[src/rtl/sync_serial_rx.sv]
// Receive side of the rxsd/rxck synchronous serial link: synchronizes both wires into clk,
// deframes start/data/stop words and holds the last good word for a handshaking consumer.
module sync_serial_rx #(
  parameter int DATA_W      = 16,
  parameter int TIMEOUT_CYC = 100000,
  parameter int CNT_W       = 8
) (
  input  logic              clk,
  input  logic              btnl,
  input  logic              rxsd,
  input  logic              rxck,
  input  logic              rd_ack,
  output logic [DATA_W-1:0] rx_data,
  output logic              rx_valid,
  output logic              rx_full,
  output logic              rx_frame_err,
  output logic              rx_overrun,
  output logic              rx_busy,
  output logic [CNT_W-1:0]  rx_cnt
);

  localparam int IDX_W = (DATA_W > 1) ? $clog2(DATA_W) : 1;
  localparam int TO_W  = (TIMEOUT_CYC > 1) ? $clog2(TIMEOUT_CYC + 1) : 1;
  localparam logic [IDX_W-1:0] IDX_LAST = IDX_W'(DATA_W - 1);
  localparam logic [TO_W-1:0]  TO_LAST  = TO_W'(TIMEOUT_CYC - 1);

  typedef enum logic [1:0] {
    S_IDLE = 2'd0,
    S_DATA = 2'd1,
    S_STOP = 2'd2
  } state_t;

  logic              r_rxck_s1, r_rxck_s2, r_rxck_s3;
  logic              r_rxsd_s1, r_rxsd_s2;
  logic              w_edge;
  logic              w_bit;
  logic              w_timeout;

  state_t            r_state;
  logic [IDX_W-1:0]  r_bit_idx;
  logic [TO_W-1:0]   r_to_cnt;
  logic [DATA_W-1:0] r_shreg;
  logic [DATA_W-1:0] r_data;
  logic              r_valid;
  logic              r_full;
  logic              r_frame_err;
  logic              r_overrun;
  logic              r_busy;
  logic [CNT_W-1:0]  r_cnt;

  // Two-flop synchronizers; the third rxck flop only feeds rising-edge detection.
  always_ff @(posedge clk) begin
    if (btnl) begin
      r_rxck_s1 <= 1'b0;
      r_rxck_s2 <= 1'b0;
      r_rxck_s3 <= 1'b0;
      r_rxsd_s1 <= 1'b0;
      r_rxsd_s2 <= 1'b0;
    end else begin
      r_rxck_s1 <= rxck;
      r_rxck_s2 <= r_rxck_s1;
      r_rxck_s3 <= r_rxck_s2;
      r_rxsd_s1 <= rxsd;
      r_rxsd_s2 <= r_rxsd_s1;
    end
  end

  assign w_edge    = r_rxck_s2 & ~r_rxck_s3;
  assign w_bit     = r_rxsd_s2;
  assign w_timeout = (r_to_cnt == TO_LAST);

  always_ff @(posedge clk) begin
    if (btnl) begin
      r_state     <= S_IDLE;
      r_bit_idx   <= '0;
      r_to_cnt    <= '0;
      r_shreg     <= '0;
      r_data      <= '0;
      r_valid     <= 1'b0;
      r_full      <= 1'b0;
      r_frame_err <= 1'b0;
      r_overrun   <= 1'b0;
      r_busy      <= 1'b0;
      r_cnt       <= '0;
    end else begin
      r_valid <= 1'b0;
      // A load in the same cycle overrides this clear further down.
      if (rd_ack) begin
        r_full <= 1'b0;
      end

      case (r_state)
        S_IDLE: begin
          if (w_edge && !w_bit) begin
            r_state   <= S_DATA;
            r_bit_idx <= '0;
            r_to_cnt  <= '0;
            r_busy    <= 1'b1;
          end
        end

        S_DATA: begin
          if (w_edge) begin
            r_shreg  <= {w_bit, r_shreg[DATA_W-1:1]};
            r_to_cnt <= '0;
            if (r_bit_idx == IDX_LAST) begin
              r_state <= S_STOP;
            end else begin
              r_bit_idx <= r_bit_idx + 1'b1;
            end
          end else if (w_timeout) begin
            r_state     <= S_IDLE;
            r_busy      <= 1'b0;
            r_to_cnt    <= '0;
            r_frame_err <= 1'b1;
          end else begin
            r_to_cnt <= r_to_cnt + 1'b1;
          end
        end

        S_STOP: begin
          if (w_edge) begin
            r_state  <= S_IDLE;
            r_busy   <= 1'b0;
            r_to_cnt <= '0;
            if (!w_bit) begin
              r_frame_err <= 1'b1;
            end else if (!r_full || rd_ack) begin
              r_data  <= r_shreg;
              r_valid <= 1'b1;
              r_full  <= 1'b1;
              r_cnt   <= r_cnt + 1'b1;
            end else begin
              r_overrun <= 1'b1;
            end
          end else if (w_timeout) begin
            r_state     <= S_IDLE;
            r_busy      <= 1'b0;
            r_to_cnt    <= '0;
            r_frame_err <= 1'b1;
          end else begin
            r_to_cnt <= r_to_cnt + 1'b1;
          end
        end

        default: begin
          r_state <= S_IDLE;
          r_busy  <= 1'b0;
        end
      endcase
    end
  end

  assign rx_data      = r_data;
  assign rx_valid     = r_valid;
  assign rx_full      = r_full;
  assign rx_frame_err = r_frame_err;
  assign rx_overrun   = r_overrun;
  assign rx_busy      = r_busy;
  assign rx_cnt       = r_cnt;

endmodule

[config.mk]
export PLATFORM = sky130hd
export DESIGN_NAME = sync_serial_rx
export DESIGN_NICKNAME = d
export VERILOG_FILES = /design/src/rtl/sync_serial_rx.sv
export SDC_FILE = /design/constraint.sdc
export NUM_CORES = 1
export LEC_CHECK = 0
export CORE_MARGIN = 1.5
export CORE_UTILIZATION = 45
export DETAILED_ROUTE_END_ITERATION = 10
export MAX_ROUTING_LAYER = met4
export PLACE_DENSITY = 0.66
export SYNTH_ARGS = -nofsm -noshare
export SYNTH_HDL_FRONTEND = slang
export SYNTH_SLANG_ARGS = --single-unit
export TNS_END_PERCENT = 20
[constraint.sdc]
create_clock -name clk -period 5.4 [get_ports clk]
set_input_delay 1.62 -clock clk [delete_from_list [all_inputs] [get_ports clk]]
set_output_delay 1.62 -clock clk [all_outputs]
set_load 0.01 [all_outputs]
Yosys cells after proc, flatten, opt, wreduce, memory -nomap -nowiden:

Cells that the tools add are included.

* add/subtract/negate cells: 3
* equal/unequal tests: 10
* mux-type cells: 30
* reductions and logical operators: 18
* bitwise logic cells: 6

Operators with widths (count)
* 17-bit 2-to-1 mux: 3
* 17-bit case mux with 2 select lines: 1
* 17-bit by 1-bit adder with 17-bit output (second input constant): 1
* 17-bit == test (second input constant): 1
* 1-bit 2-to-1 mux: 14
* 4-bit 2-to-1 mux: 3
* 4-bit AND reduction: 3
* 2-bit 2-to-1 mux: 5
* 8-bit by 1-bit adder with 8-bit output (second input constant): 1
* 2-bit inequality test (second input constant): 4
* 4-bit case mux with 2 select lines: 1
* 2-bit AND reduction: 4
* 3-bit inequality test (second input constant): 2
* 2-bit case mux with 3 select lines: 1
* 2-bit nonzero test: 3
* 1-bit NOT: 5
* 4-bit by 1-bit adder with 4-bit output (second input constant): 1
* 4-bit == test (second input constant): 1
* 4-bit OR reduction: 1
* 1-bit case mux with 3 select lines: 1
* 3-bit AND reduction: 1
* 2-bit by 1-bit == test with 1-bit output (second input constant): 1
* 2-bit == test (second input constant): 1
* 1-bit zero test: 2
* other kinds (6): 6

* input port bits: 5
* output and inout port bits: 29
* register bits after elaboration: 73
* word-level logic and storage cells: 83

Depth between registers and ports, before layout:

* depth after elaboration: 6
* gate-level depth with buffers: 8
* mapped depth without buffers: 7

Worst setup path after synthesis:

OpenSTA, ideal clock, no wires.

* path type: input to register
* from: in btnl
* to: reg r_to_cnt[16]
* setup slack: 2.614 ns
* cell stages on the path: 6
* buffers on the path: 1
* arrival: 2.717 ns
* required time: 5.331 ns
* cells stage by stage: inv_1 nand3_2 or3_1 clkbuf_1 or3_1 o21ai_1

RTL lines
* start: declaration: line 9 `input logic btnl,`
* end signal: assignment: line 117 `r_to_cnt <= r_to_cnt + 1'b1;`
* end signal: assignment: line 142 `r_to_cnt <= r_to_cnt + 1'b1;`
* end: declaration: line 41 `logic [TO_W-1:0] r_to_cnt;`

==> results.cfg <==
[clock_tree]
post_cts.resized_instances = 0
clk_pin_slew_worst_paths_ps = 80
post_cts_hold_buffer_count = 0
clockBufferDepth = 2
clock_latency_ps = 350
clk_root_buffer_cell = sky130_fd_sc_hd__clkbuf_8
tritoncts = yes
cts.sinks = 73
maximum_level_of_the_cts_h_tree = 3
cts_post_setup_buffers_inserted = 0
total_clock_buffers_created_by_cts = 9

[worst_setup_path]
path_delay_family = simple AND/OR/NAND/NOR gates
critical_path_source_type = input pin
critical_path.cell_chain = buf_2, buf_4, inv_1, nand3_2, or3_1, or3_1, o21ai_1
path_common_cell = sky130_fd_sc_hd__or3_1
worstPathBufferInverterCount = 3
critPathSlowestCell = sky130_fd_sc_hd__or3_1
sort_of_element_at_the_end_of_the_critical_path = register
rr_worst_depth = 6
regToRegSetupSlack_ps = 2840
setup.worst_path.class = input pin to register
worstPathRequired_ps = 5680
wp_data_arrival_ps = 3350
critPathMaxFanout = 59
critical_path_depth = 7
cpPeakStageDelay_ps = 450

[floorplan]
die_x_um = 86.8
initial_core_utilization_pct = 46.5
floorplan.rows = 30
die_height_um = 86.8
core_area_um2 = 6790
io-pin-count = 34
design.die.area_um2 = 7530

[route]
post_drt_via_cell_ratio = 5.17
postRouteWirelength_um = 6540
first_pass_iters = 4
initialDrtViolationCount = 150
detailroute.via_count = 2663
drc = 0
wl_per_cell_um = 12.7
drtAntennaViolNets = 0

[placed_design]
io_buffer_count = 33
dp_hpwl_um = 4330
gpl.final_weighted_congestion = 0.881

[sta]
layout_min_cycle_time_ps = 3070
finalSetupViolCount = 0
timing.final.hold_violations = 0
timing_worst_slew_pin_value_ps = 830
relSlewSlack_pct = 44.2
max_freq_mhz = 326
fin_tns_setup_ps = 0
unrepaired_setup_endpoints_after_global_routing = no
finalClockSkew_ps = 9.39
layout_worst_path_cycle_share_pct = 56.9
worst_hold_margin_ps = 439
timing_max_transition_violations_final = 0

[layout]
areaGrowthSynthToFinish_pct = 19.6
fill_cells = 672
antennaDiodeCount = 0
layout.cells.most_common = sky130_fd_sc_hd__nand2_1
layout-drive-gt1-share_pct = 6.44
layout.cells.most_common_list = 85 x sky130_fd_sc_hd__nand2_1, 73 x sky130_fd_sc_hd__dfxtp_1, 45 x sky130_fd_sc_hd__a21oi_1, 32 x sky130_fd_sc_hd__clkdlybuf4s50_1, 25 x sky130_fd_sc_hd__nor2_1
post_layout_nets = 426

[global_routing]
globalRouteTotalUtil_pct = 19.6
grt_first_pass_wirelength_um = 11200
use_met1_pct = 24.8
use_met3_pct = 5.90
overflow_after_grt = 0
grt_start_max_net_pins = 60
antenna_violations_before_repair = 0
gr-usage-met2_pct = 29.9
number_of_global_route_vias_before_repair = 2433
busiest_layer = met2

[hold_path]
worst_hold_path_type = register to register
holdPathStages = 1

[yosys]
synth.avg_cell_area_um2 = 8.16
post_synth_edffs = 0
syn-cell-area_um2 = 3160
synthFlopType = sky130_fd_sc_hd__dfxtp_1
flops_latches_synth = 73
ys_warnings = 0
postSynth.asyncResetShare_pct = 0
seq_area_frac_synth_pct = 46.3
postSynthCellCount = 387
synth_fp_nets = 399
post_synth_num_cell_types = 50

[pwr]
leakage_nw = 1.29
peak_vdd_ir_mv = 0.175
p_per_area_nw_per_um2 = 291

[outcome]
outcome = complete, no violations

[job]
max-cap-violations = 0
## final timing paths
kind / start / to
worst max-delay path: btnl / r_to_cnt[16]$_SDFFE_PP0P_
worst max register to register: r_state[0]$_SDFFE_PP0P_ / r_bit_idx[0]$_SDFFE_PP0P_
worst min register to register: r_rxsd_s1$_SDFF_PP0_ / r_rxsd_s2$_SDFF_PP0_
worst min-delay path: r_rxsd_s1$_SDFF_PP0_ / r_rxsd_s2$_SDFF_PP0_
## report_power, final
group | internal, mW | switching, mW | leakage [nW]
logic | 0.0124 | 0.0234 | 0.580
clock network | 0.309 | 0.210 | 0.117
registers | 0.540 | 0.00217 | 0.589
## area by class of cell
class	instances	area, µm²	share of cell area (%)
multi-input combinational	288	1580	42.0
sequential	73	1460	38.7
timing repair buffer	35	340	9.02
clock buffer	10	128	3.38
tap	96	120	3.18
clock inverter	6	115	3.05
inverter	7	26.3	0.696
## layer usage
layer	vias to the layer above	part of all wire, %	routed length, µm
met2	41	45	2970
met3	5	3.5	232
li1	1377	-	-
met4	0	0.93	61
met5	-	0	0
met1	1240	50	3280
## sequential cells by signal (all words and copies together), names as in the netlist
name and count:
r_to_cnt 17, rx_valid 1, r_rxck_s1 1, r_shreg 16, rx_frame_err 1, rx_data 16
r_rxck_s2 1, rx_overrun 1, rx_busy 1, r_rxck_s3 1, r_rxsd_s2 1, r_rxsd_s1 1
rx_cnt 8, r_bit_idx 4, rx_full 1, r_state 2
## cells in the mapped netlist, types with 3 or more instances
cell type / number / share of area, %
sky130_fd_sc_hd__nand2_1: 85 / 10
sky130_fd_sc_hd__dfxtp_1: 73 / 46
sky130_fd_sc_hd__a21oi_1: 45 / 7.1
sky130_fd_sc_hd__nor2_1: 25 / 3.0
sky130_fd_sc_hd__o21ai_0: 19 / 3.0
sky130_fd_sc_hd__clkbuf_1: 13 / 1.5
sky130_fd_sc_hd__nor2b_1: 12 / 2.4
sky130_fd_sc_hd__nand3_1: 10 / 1.6
sky130_fd_sc_hd__xor2_1: 8 / 2.2
sky130_fd_sc_hd__ha_1: 7 / 2.8
sky130_fd_sc_hd__inv_1: 7 / 0.83
sky130_fd_sc_hd__nor3_1: 7 / 1.1
sky130_fd_sc_hd__and3_1: 6 / 1.2
sky130_fd_sc_hd__nand4_1: 6 / 1.2
sky130_fd_sc_hd__or3_1: 5 / 0.99
sky130_fd_sc_hd__a31oi_1: 4 / 0.79
sky130_fd_sc_hd__and2_1: 4 / 0.79
sky130_fd_sc_hd__buf_2: 4 / 0.63
sky130_fd_sc_hd__nand2b_1: 4 / 0.79
sky130_fd_sc_hd__a21o_1: 3 / 0.71
sky130_fd_sc_hd__a22o_1: 3 / 0.83
sky130_fd_sc_hd__nor4_1: 3 / 0.59
sky130_fd_sc_hd__or2_2: 3 / 0.59
## logic make-up after synthesis
kind of cell	after synthesis	share of synthesized area [%]
and+or+nand+nor	187	29.6
AOI/OAI and AO/OA	84	15.0
DFF	73	46.3
adders and majority gates	7	2.77
xor gates and xnor gates	9	2.50
muxes	1	0.317
buffers and inverters	26	3.53
## through the flow
stage | instance area [µm²] | power [mW] | setup slack, ps | cells | util [%]
after floorplan | 3160 | 0.581 | 2610 | 387 | -
after global placement | 3530 | 0.591 | 2070 | 499 | 52.0
after detailed placement | 3530 | 0.591 | 1990 | 499 | 52.0
after CTS | 3770 | 1.11 | 2360 | 515 | 55.6
after global routing | 3770 | 1.14 | 2230 | 515 | 55.6
final | 3770 | 1.10 | 2330 | 515 | 55.6
No activity file was read; power rests on OpenSTA's default activity.
